[config.mk]
export PLATFORM = sky130hd
export DESIGN_NAME = xbar_ctrl_lock
export DESIGN_NICKNAME = d
export VERILOG_FILES = /design/src/rtl/xbar_ctrl_lock.sv
export SDC_FILE = /design/constraint.sdc
export NUM_CORES = 1
export LEC_CHECK = 0
export CAP_MARGIN = 20
export CORE_UTILIZATION = 50
export DETAILED_ROUTE_END_ITERATION = 16
export PLACE_DENSITY = 0.77
export SKIP_CTS_REPAIR_TIMING = 1
export SYNTH_ARGS = -nofsm -noshare
export SYNTH_HDL_FRONTEND = slang
export SYNTH_SLANG_ARGS = --single-unit
[constraint.sdc]
create_clock -name clk -period 8.3 [get_ports clk]
set_input_delay 1.245 -clock clk [delete_from_list [all_inputs] [get_ports clk]]
set_output_delay 1.245 -clock clk [all_outputs]
set_load 0.01 [all_outputs]
[src/rtl/xbar_ctrl_lock.sv]
// xbar_ctrl_lock
// Registered crossbar controller with wormhole connection locking.
// Turns per-input one-hot allocation rows into binary selects for the
// output muxes (out_sel) and the input demuxes (in_sel), one cycle after
// the request is sampled. While lock_en is high, a granted non-tail flit
// locks its input to its output until the tail flit. Dropped requests set a
// sticky flag and are tallied in a saturating counter.
//
// Ports
//   clk          rising-edge clock
//   reset        asynchronous, active-high reset
//   alloc_vec    row i at [i*NUM_PORT +: NUM_PORT]: output(s) granted to input i
//   alloc_valid  bit i qualifies row i
//   tail         bit i: input i's flit this cycle is a tail
//   lock_en      1 = wormhole hold mode, 0 = per-cycle mode
//   out_sel      field j: input index driving output j
//   out_vld      output j connected
//   in_sel       field i: output index fed by input i
//   in_vld       input i connected
//   conflict     sticky: a request has been dropped since reset
//   conflict_cnt saturating count of dropped requests
module xbar_ctrl_lock #(
  parameter int unsigned NUM_PORT     = 5,
  parameter int unsigned LOG_NUM_PORT = 3,
  parameter int unsigned CNT_W        = 8
) (
  input  logic                             clk,
  input  logic                             reset,
  input  logic [NUM_PORT*NUM_PORT-1:0]     alloc_vec,
  input  logic [NUM_PORT-1:0]              alloc_valid,
  input  logic [NUM_PORT-1:0]              tail,
  input  logic                             lock_en,
  output logic [NUM_PORT*LOG_NUM_PORT-1:0] out_sel,
  output logic [NUM_PORT-1:0]              out_vld,
  output logic [NUM_PORT*LOG_NUM_PORT-1:0] in_sel,
  output logic [NUM_PORT-1:0]              in_vld,
  output logic                             conflict,
  output logic [CNT_W-1:0]                 conflict_cnt
);

  typedef enum logic {IDLE, LOCKED} lock_state_e;
  typedef logic [LOG_NUM_PORT-1:0] sel_t;
  typedef logic [NUM_PORT-1:0]     row_t;

  // Wide enough to hold the counter plus up to NUM_PORT drops in one cycle.
  localparam int unsigned SUM_W = CNT_W + LOG_NUM_PORT + 1;

  lock_state_e state_q    [NUM_PORT];
  lock_state_e state_d    [NUM_PORT];
  sel_t        lock_out_q [NUM_PORT];
  sel_t        lock_out_d [NUM_PORT];

  logic [NUM_PORT*LOG_NUM_PORT-1:0] out_sel_q, out_sel_d;
  logic [NUM_PORT*LOG_NUM_PORT-1:0] in_sel_q, in_sel_d;
  logic [NUM_PORT-1:0]              out_vld_q, out_vld_d;
  logic [NUM_PORT-1:0]              in_vld_q, in_vld_d;
  logic                             conflict_q, conflict_d;
  logic [CNT_W-1:0]                 cnt_q, cnt_d;

  row_t       row      [NUM_PORT];
  sel_t       req_out  [NUM_PORT];
  sel_t       conn_out [NUM_PORT];
  logic [NUM_PORT-1:0] held, active, multi, granted, drop, conn, out_busy;
  logic [SUM_W-1:0]    cnt_sum;

  // Request decode: a locked input (with lock_en still high) ignores its row.
  always_comb begin
    for (int unsigned i = 0; i < NUM_PORT; i++) begin
      row[i]     = alloc_vec[i*NUM_PORT +: NUM_PORT];
      held[i]    = (state_q[i] == LOCKED) && lock_en;
      active[i]  = !held[i] && alloc_valid[i] && (|row[i]);
      multi[i]   = active[i] && (|(row[i] & (row[i] - row_t'(1))));
      req_out[i] = '0;
      // Scan high to low so the lowest set bit wins.
      for (int unsigned j = NUM_PORT; j > 0; j--) begin
        if (row[i][j-1]) req_out[i] = sel_t'(j - 1);
      end
    end
  end

  // Arbitration, lock next-state and registered-output next values.
  always_comb begin
    out_busy   = '0;
    granted    = '0;
    drop       = '0;
    conn       = '0;
    out_sel_d  = '0;
    out_vld_d  = '0;
    in_sel_d   = '0;
    in_vld_d   = '0;
    for (int unsigned i = 0; i < NUM_PORT; i++) begin
      state_d[i]    = IDLE;
      lock_out_d[i] = lock_out_q[i];
      conn_out[i]   = '0;
    end

    for (int unsigned i = 0; i < NUM_PORT; i++) begin
      for (int unsigned j = 0; j < NUM_PORT; j++) begin
        if (held[i] && (lock_out_q[i] == sel_t'(j))) out_busy[j] = 1'b1;
      end
    end

    for (int unsigned i = 0; i < NUM_PORT; i++) begin
      granted[i] = active[i];
      for (int unsigned j = 0; j < NUM_PORT; j++) begin
        if (out_busy[j] && (req_out[i] == sel_t'(j))) granted[i] = 1'b0;
      end
      for (int unsigned k = 0; k < NUM_PORT; k++) begin
        if ((k < i) && active[k] && (req_out[k] == req_out[i])) granted[i] = 1'b0;
      end
      // A multi-hot row is one conflict even when its lowest bit is granted;
      // an input contributes at most one count per cycle.
      drop[i] = active[i] && (!granted[i] || multi[i]);

      if (held[i]) begin
        // Tail cycle keeps the connection; the lock is gone after this edge.
        conn[i]     = 1'b1;
        conn_out[i] = lock_out_q[i];
        if (!tail[i]) state_d[i] = LOCKED;
      end else if (granted[i]) begin
        conn[i]     = 1'b1;
        conn_out[i] = req_out[i];
        if (lock_en && !tail[i]) begin
          state_d[i]    = LOCKED;
          lock_out_d[i] = req_out[i];
        end
      end
    end

    for (int unsigned i = 0; i < NUM_PORT; i++) begin
      in_vld_d[i] = conn[i];
      if (conn[i]) in_sel_d[i*LOG_NUM_PORT +: LOG_NUM_PORT] = conn_out[i];
      for (int unsigned j = 0; j < NUM_PORT; j++) begin
        if (conn[i] && (conn_out[i] == sel_t'(j))) begin
          out_vld_d[j] = 1'b1;
          out_sel_d[j*LOG_NUM_PORT +: LOG_NUM_PORT] = sel_t'(i);
        end
      end
    end

    cnt_sum = SUM_W'(cnt_q);
    for (int unsigned i = 0; i < NUM_PORT; i++) begin
      cnt_sum = cnt_sum + SUM_W'(drop[i]);
    end
    cnt_d      = (|cnt_sum[SUM_W-1:CNT_W]) ? '1 : cnt_sum[CNT_W-1:0];
    conflict_d = conflict_q | (|drop);
  end

  always_ff @(posedge clk or posedge reset) begin
    if (reset) begin
      for (int unsigned i = 0; i < NUM_PORT; i++) begin
        state_q[i]    <= IDLE;
        lock_out_q[i] <= '0;
      end
      out_sel_q  <= '0;
      out_vld_q  <= '0;
      in_sel_q   <= '0;
      in_vld_q   <= '0;
      conflict_q <= 1'b0;
      cnt_q      <= '0;
    end else begin
      for (int unsigned i = 0; i < NUM_PORT; i++) begin
        state_q[i]    <= state_d[i];
        lock_out_q[i] <= lock_out_d[i];
      end
      out_sel_q  <= out_sel_d;
      out_vld_q  <= out_vld_d;
      in_sel_q   <= in_sel_d;
      in_vld_q   <= in_vld_d;
      conflict_q <= conflict_d;
      cnt_q      <= cnt_d;
    end
  end

  assign out_sel      = out_sel_q;
  assign out_vld      = out_vld_q;
  assign in_sel       = in_sel_q;
  assign in_vld       = in_vld_q;
  assign conflict     = conflict_q;
  assign conflict_cnt = cnt_q;

endmodule

# --- Word level (Yosys, flattened, before mapping) ---
# Cells that the tools add are included.
totals:
  regBits: 69
  input_bits: 38
  out_inout_bits: 49
op_classes:
  addsub: 10
  n_eq_ne: 70
  mux: 176
  n_bitwise: 11
  reduce_logical: 167
op_table:
  columns: ["cell", "count"]
  rows:
  - ["$mux 3", 55]
  - ["$mux 1", 120]
  - ["$logic_and 1x1->1", 115]
  - ["$eq 3x2->1 const B", 30]
  - ["$reduce_or 5->1", 11]
  - ["$eq 3x1->1 const B", 15]
  - ["$eq 3x3->1 const B", 15]
  - ["$logic_not 3->1", 15]
  - ["$eq 3x3->1", 10]
  - ["$and 5x5->5", 5]
  - ["$sub 5x1->5 const B", 5]
  - ["$logic_not 1->1", 15]
  - ["$reduce_and 3->1", 5]
  - ["$add 11x1->12", 1]
  - ["$add 12x1->12", 1]
  - ["$add 10x1->11", 1]
  - ["$add 9x1->10", 1]
  - ["$add 8x1->9", 1]
  - ["$mux 8", 1]
  - ["$logic_or 1x1->1", 5]
  - ["$not 1->1", 5]
  - ["$reduce_or 4->1", 1]
  - ["$or 1x1->1", 1]

# --- Logic depth before layout (Yosys ltp) ---
logic_depth:
  ltp_word: 23
  mapped_depth: 18

# --- Worst setup path before layout ---
# No wires, ideal clock.
synth_timing:
  kind: "input to register"
  start: "input port alloc_vec[11]"
  end: "register cnt_q[0], in the netlist conflict_cnt[0]"
  setup_time_ns: 0.070
  arrival_ns: 5.073
  required_ns: 8.230
  slack_ns: 3.157
  stages: 16
  n_path_buf: 0
  cell_sequence: "nor4_1 nand2_1 mux2_2 o41ai_2 nor2_4 a41oi_2 fa_1 fa_1 ha_1 inv_1 fa_1 inv_1 a21oi_1 nor2_1 nand3_1 nand2b_1"
synth_via:
  elab_chain_cells: 19
  word_cells_on_any_way: 50
  cone_classes: "add/sub (4); eq/ne (8); mux (13); bitwise (1); reduce/logical (24)"
synth_lines:
  columns: ["element", "line", "source"]
  rows:
  - ["start, declared", "29", "input logic [NUM_PORT*NUM_PORT-1:0] alloc_vec,"]
  - ["$mux 3 (2 in series)", "76", "if (row[i][j-1]) req_out[i] = sel_t'(j - 1);"]
  - ["$logic_not 3->1", "106", "if (out_busy[j] && (req_out[i] == sel_t'(j))) granted[i] = 1'b0;"]
  - ["$logic_and 1x1->1", "106", null]
  - ["$mux 1 (5 in series)", "106", null]
  - ["$mux 1 (2 in series)", "109", "if ((k < i) && active[k] && (req_out[k] == req_out[i])) granted[i] = 1'b0;"]
  - ["$logic_not 1->1", "113", "drop[i] = active[i] && (!granted[i] || multi[i]);"]
  - ["$logic_or 1x1->1", "113", null]
  - ["$logic_and 1x1->1", "113", null]
  - ["$add 10x1->11", "143", "cnt_sum = cnt_sum + SUM_W'(drop[i]);"]
  - ["$add 11x1->12", "143", null]
  - ["$add 12x1->12 *", "143", null]
  - ["$reduce_or 4->1", "145", "cnt_d = (|cnt_sum[SUM_W-1:CNT_W]) ? '1 : cnt_sum[CNT_W-1:0];"]
  - ["$mux 8 *", "145", null]
  - ["net cnt_d[0]", "58", "logic [CNT_W-1:0] cnt_q, cnt_d;"]
  - ["end signal, assigned", "171", "cnt_q <= cnt_d;"]
  - ["end, declared", "58", null]
# Mark *: on every way through the listed nets, which the timed path passes. The rest lies on a longest branch.
# A chain may end at the register's enable or synchronous reset.

# --- Worst setup path after layout ---
layout_timing:
  start: "input port lock_en"
  end: "register cnt_q[0], in the netlist conflict_cnt[0]"
layout_via:
  elab_chain_cells: 23
  word_cells_on_any_way: 167
  cone_classes: "add/sub (5); mux (61); reduce/logical (101)"
layout_lines:
  columns: ["element", "line", "source"]
  rows:
  - ["start, declared", "32", "input logic lock_en,"]
  - ["$logic_and 1x1->1", "70", "held[i] = (state_q[i] == LOCKED) && lock_en;"]
  - ["$logic_and 1x1->1", "99", "if (held[i] && (lock_out_q[i] == sel_t'(j))) out_busy[j] = 1'b1;"]
  - ["$mux 1 (5 in series)", "99", null]
  - ["$logic_and 1x1->1", "106", null]
  - ["$mux 1 (5 in series)", "106", null]
  - ["$logic_not 1->1 / $mux 1 (equally long branches)", "113, 109", null]
  - ["$logic_or 1x1->1, or another cell as far along", "113", null]
  - ["$logic_and 1x1->1, or another cell as far along", "113", null]
  - ["$add 8x1->9, or another cell as far along", "143", null]
  - ["$add 9x1->10, or another cell as far along", "143", null]
  - ["$add 10x1->11, or another cell as far along", "143", null]
  - ["$add 11x1->12 / $logic_and 1x1->1 (equally long branches)", "143, 113", null]
  - ["$add 12x1->12 *", "143", null]
  - ["$reduce_or 4->1", "145", null]
  - ["$mux 8 *", "145", null]
  - ["net cnt_d[0]", "58", null]
# Marked as above.

==> impl_metrics.sql <==
INSERT INTO impl_metrics (metric_group, metric, value, unit) VALUES
('status', 'status', 'finished clean', ''),
('route', 'dr_total_vias', '4433', ''),
('critical_path', 'crit_arrival', '6.36', 'ns'),
('clock_network', 'clock_tree.buffer_depth', '2', ''),
('critical_path', 'timing.setup.critical_path_class', 'input pin to flip-flop', ''),
('hold_path', 'hold_class', 'flip-flop to flip-flop', ''),
('timing', 'setup-violations-final', '0', ''),
('timing', 'worstMarginPinSlew', '0.893', 'ns'),
('power', 'max-vdd-ir-drop', '197', 'uV'),
('floorplanning', 'die_x', '99.3', 'um'),
('final_layout', 'postLayoutCoreUtil', '64.1', '%'),
('floorplanning', 'fp.dieArea', '9870', 'um2'),
('placed_design', 'post-dp-hpwl', '11000', 'um'),
('clock_network', 'cts-root-buf', 'sky130_fd_sc_hd__clkbuf_8', ''),
('timing', 'totalNegativeSetupSlack', '0', 'ns'),
('floorplanning', 'io-pin-count', '87', ''),
('power', 'power-per-cell-area', '202', 'nW/um2'),
('floorplanning', 'design.core.area', '9200', 'um2'),
('final_layout', 'most-common-layout-cells', 'sky130_fd_sc_hd__clkdlybuf4s50_1, sky130_fd_sc_hd__dfrtp_1, sky130_fd_sc_hd__nand2_1, sky130_fd_sc_hd__nor2_1', ''),
('global_route', 'vias_in_the_first_global_route', '4306', ''),
('synth', 'post_synth_instance_area', '4740', 'um2'),
('timing', 'rsz0062_at_grt', 'false', ''),
('critical_path', 'crit_start', 'lock_en', ''),
('timing', 'finalCriticalPeriod', '6.07', 'ns'),
('synth', 'synthesized_net_count', '553', ''),
('hold_path', 'holdPathEnd', 'lock_out_q[5]', ''),
('critical_path', 'critical_path.startpoint_type', 'input pin', ''),
('route', 'routed_wirelength', '13900', 'um'),
('synth', 'yosys_warnings', '0', ''),
('route', 'drt_first_iter_violations', '340', ''),
('final_layout', 'num_antenna_cells', '0', ''),
('critical_path', 'r2r_cells', '15', ''),
('timing', 'hold_violations', '0', ''),
('floorplanning', 'row_count', '35', ''),
('clock_network', 'cts.htree.levels', '3', ''),
('route', 'routed_via_density', '6.24', ''),
('global_route', 'grt_antenna_before_repair', '0', ''),
('final_layout', 'final_nets', '639', ''),
('route', 'ant_nets', '0', ''),
('timing', 'clock-skew-final', '0.0127', 'ns'),
('placed_design', 'globalplace.congestion', '0.961', ''),
('synth', 'synth_area_leaders', 'sky130_fd_sc_hd__dfrtp_1, sky130_fd_sc_hd__nand2_1, sky130_fd_sc_hd__nor2_1', ''),
('final_layout', 'share_of_post_route_cells_with_drive_strength_above_1', '11.9', '%'),
('clock_network', 'clock_sinks', '69', ''),
('timing', 'drv_slew', '0', ''),
('hold_path', 'min_path_cells', '2', ''),
('synth', 'netlist.top_cell.by_area', 'sky130_fd_sc_hd__dfrtp_1', ''),
('clock_network', 'cts_tree', 'done', ''),
('final_layout', 'final_common_cell', 'sky130_fd_sc_hd__clkdlybuf4s50_1', ''),
('global_route', 'grt_max_degree', '70', ''),
('global_route', 'track_usage', '29.2', '%'),
('critical_path', 'required', '8.59', 'ns'),
('route', 'detail_route.drc_violations', '0', ''),
('critical_path', 'timing.critical_path.to_type', 'flip-flop', ''),
('route', 'drtPass1Iterations', '6', ''),
('timing', 'timing.final.crit_share', '73.2', '%'),
('floorplanning', 'starting_density', '51.5', '%'),
('synth', 'synth_seq_area_share', '36.5', '%'),
('power', 'power.static_leakage', '0.00258', 'uW'),
('synth', 'synth_ff_type', 'sky130_fd_sc_hd__dfrtp_1', ''),
('floorplanning', 'die_y', '99.3', 'um'),
('synth', 'syn-mean-instance-area', '9.32', 'um2'),
('timing', 'max_clock_freq', '165', 'MHz'),
('critical_path', 'worst_r2r_startpoint', 'state_q[3]', ''),
('synth', 'synth-edff-count', '0', ''),
('global_route', 'grt_first_pass_wirelength', '22100', 'um'),
('route', 'wl_per_cell', '19.6', 'um'),
('global_route', 'grt_remaining_overflow', '0', ''),
('clock_network', 'number_of_buffers_inserted_during_clock_tree_synthesis', '9', ''),
('final_layout', 'area_growth', '24.5', '%'),
('timing', 'finalWorstSetupSlack', '2.23', 'ns');
synthesized netlist by cell type (all sizes together), types with 5 or more instances:
cell type,number
nor2,51
nand2,53
o21a,5
or2,7
o21ai,17
a21oi,22
and3b,6
nor3,9
nand2b,7
mux2i,16
and2,11
o211ai,5
a2bb2oi,6
nor2b,10
nand3,20
buf,8
nor4,7
or3,6
mux2,13
and3,6
o22ai,5
o21bai,5
inv,22
xnor2,13
dfrtp,69
nand4,10
o211a,5
worst max-delay path by stage:
stage                      end  slack (ns)  cells past startpoint
3_3_place_gp   conflict_cnt[0]        2.00                     16
2_1_floorplan  conflict_cnt[0]        3.16                     16
6_report       conflict_cnt[0]        2.23                     16
5_1_grt        conflict_cnt[5]        1.88                     17
4_1_cts        conflict_cnt[0]        2.24                     16
3_5_place_dp   conflict_cnt[5]        1.89                     16
metal layers:
layer / wire length [um] / global-route usage, % / up-vias
met3: 825 / 3.94 / 40
met1: 5990 / 37.7 / 2134
li1: - / - / 2058
met4: 484 / 13.3 / 0
met5: 0 / 0 / -
met2: 6620 / 49.0 / 201
cell type report:
type	count	area, um2
clock buffers	9	124
clock inverters	7	105
fillers	801	3300
inverters	22	82.6
multi-input cells	405	2850
flip-flops and latches	69	1730
well taps	111	139
repair buffers	87	868
power breakdown:
group / internal [uW] / switching [uW]
clock: 174 / 145
combinational: 203 / 218
sequential: 391 / 58.7
registers in the layout (all words and copies together), names as in the netlist:
name          count
conflict_cnt      8
in_sel           15
state_q           5
lock_out_q       15
in_vld            5
out_sel          15
out_vld           5
conflict          1
metrics by stage:
step / power [uW] / std cells / cell area (um2) / hold WS (ns)
6_report: 1190 / 710 / 5900 / 0.577
4_1_cts: 1200 / 710 / 5900 / 0.579
3_3_place_gp: 867 / 694 / 5670 / 0.537
3_5_place_dp: 874 / 694 / 5670 / 0.562
5_1_grt: 1260 / 710 / 5900 / 0.607
2_1_floorplan: 699 / 508 / 4740 / 0.480
critical path, stage by stage:
cell	delay [ns]
sky130_fd_sc_hd__clkdlybuf4s50_1	0.88
sky130_fd_sc_hd__and3b_1	0.50
sky130_fd_sc_hd__a22o_1	0.30
sky130_fd_sc_hd__nor4_4	0.44
sky130_fd_sc_hd__o32ai_1	0.21
sky130_fd_sc_hd__o31a_2	0.42
sky130_fd_sc_hd__fa_1	0.50
sky130_fd_sc_hd__fa_1	0.56
sky130_fd_sc_hd__ha_1	0.17
sky130_fd_sc_hd__inv_1	0.06
sky130_fd_sc_hd__fa_1	0.40
sky130_fd_sc_hd__inv_1	0.07
sky130_fd_sc_hd__a21oi_1	0.09
sky130_fd_sc_hd__nor2_1	0.19
sky130_fd_sc_hd__nand3_1	0.20
sky130_fd_sc_hd__nand2b_1	0.12
cells by family after synthesis:
kind of cell / after synthesis / share of synthesized area [%]
multiplexers: 29 / 6.47
buffers and inverters: 34 / 3.30
AO/OA/AOI/OAI: 124 / 20.4
adder cells (fa/ha/maj): 11 / 3.17
AND/OR/NAND/NOR: 224 / 27.0
XOR/XNOR: 17 / 3.14
flip-flops: 69 / 36.5
Note: power is estimated with default switching activity, not from simulation.
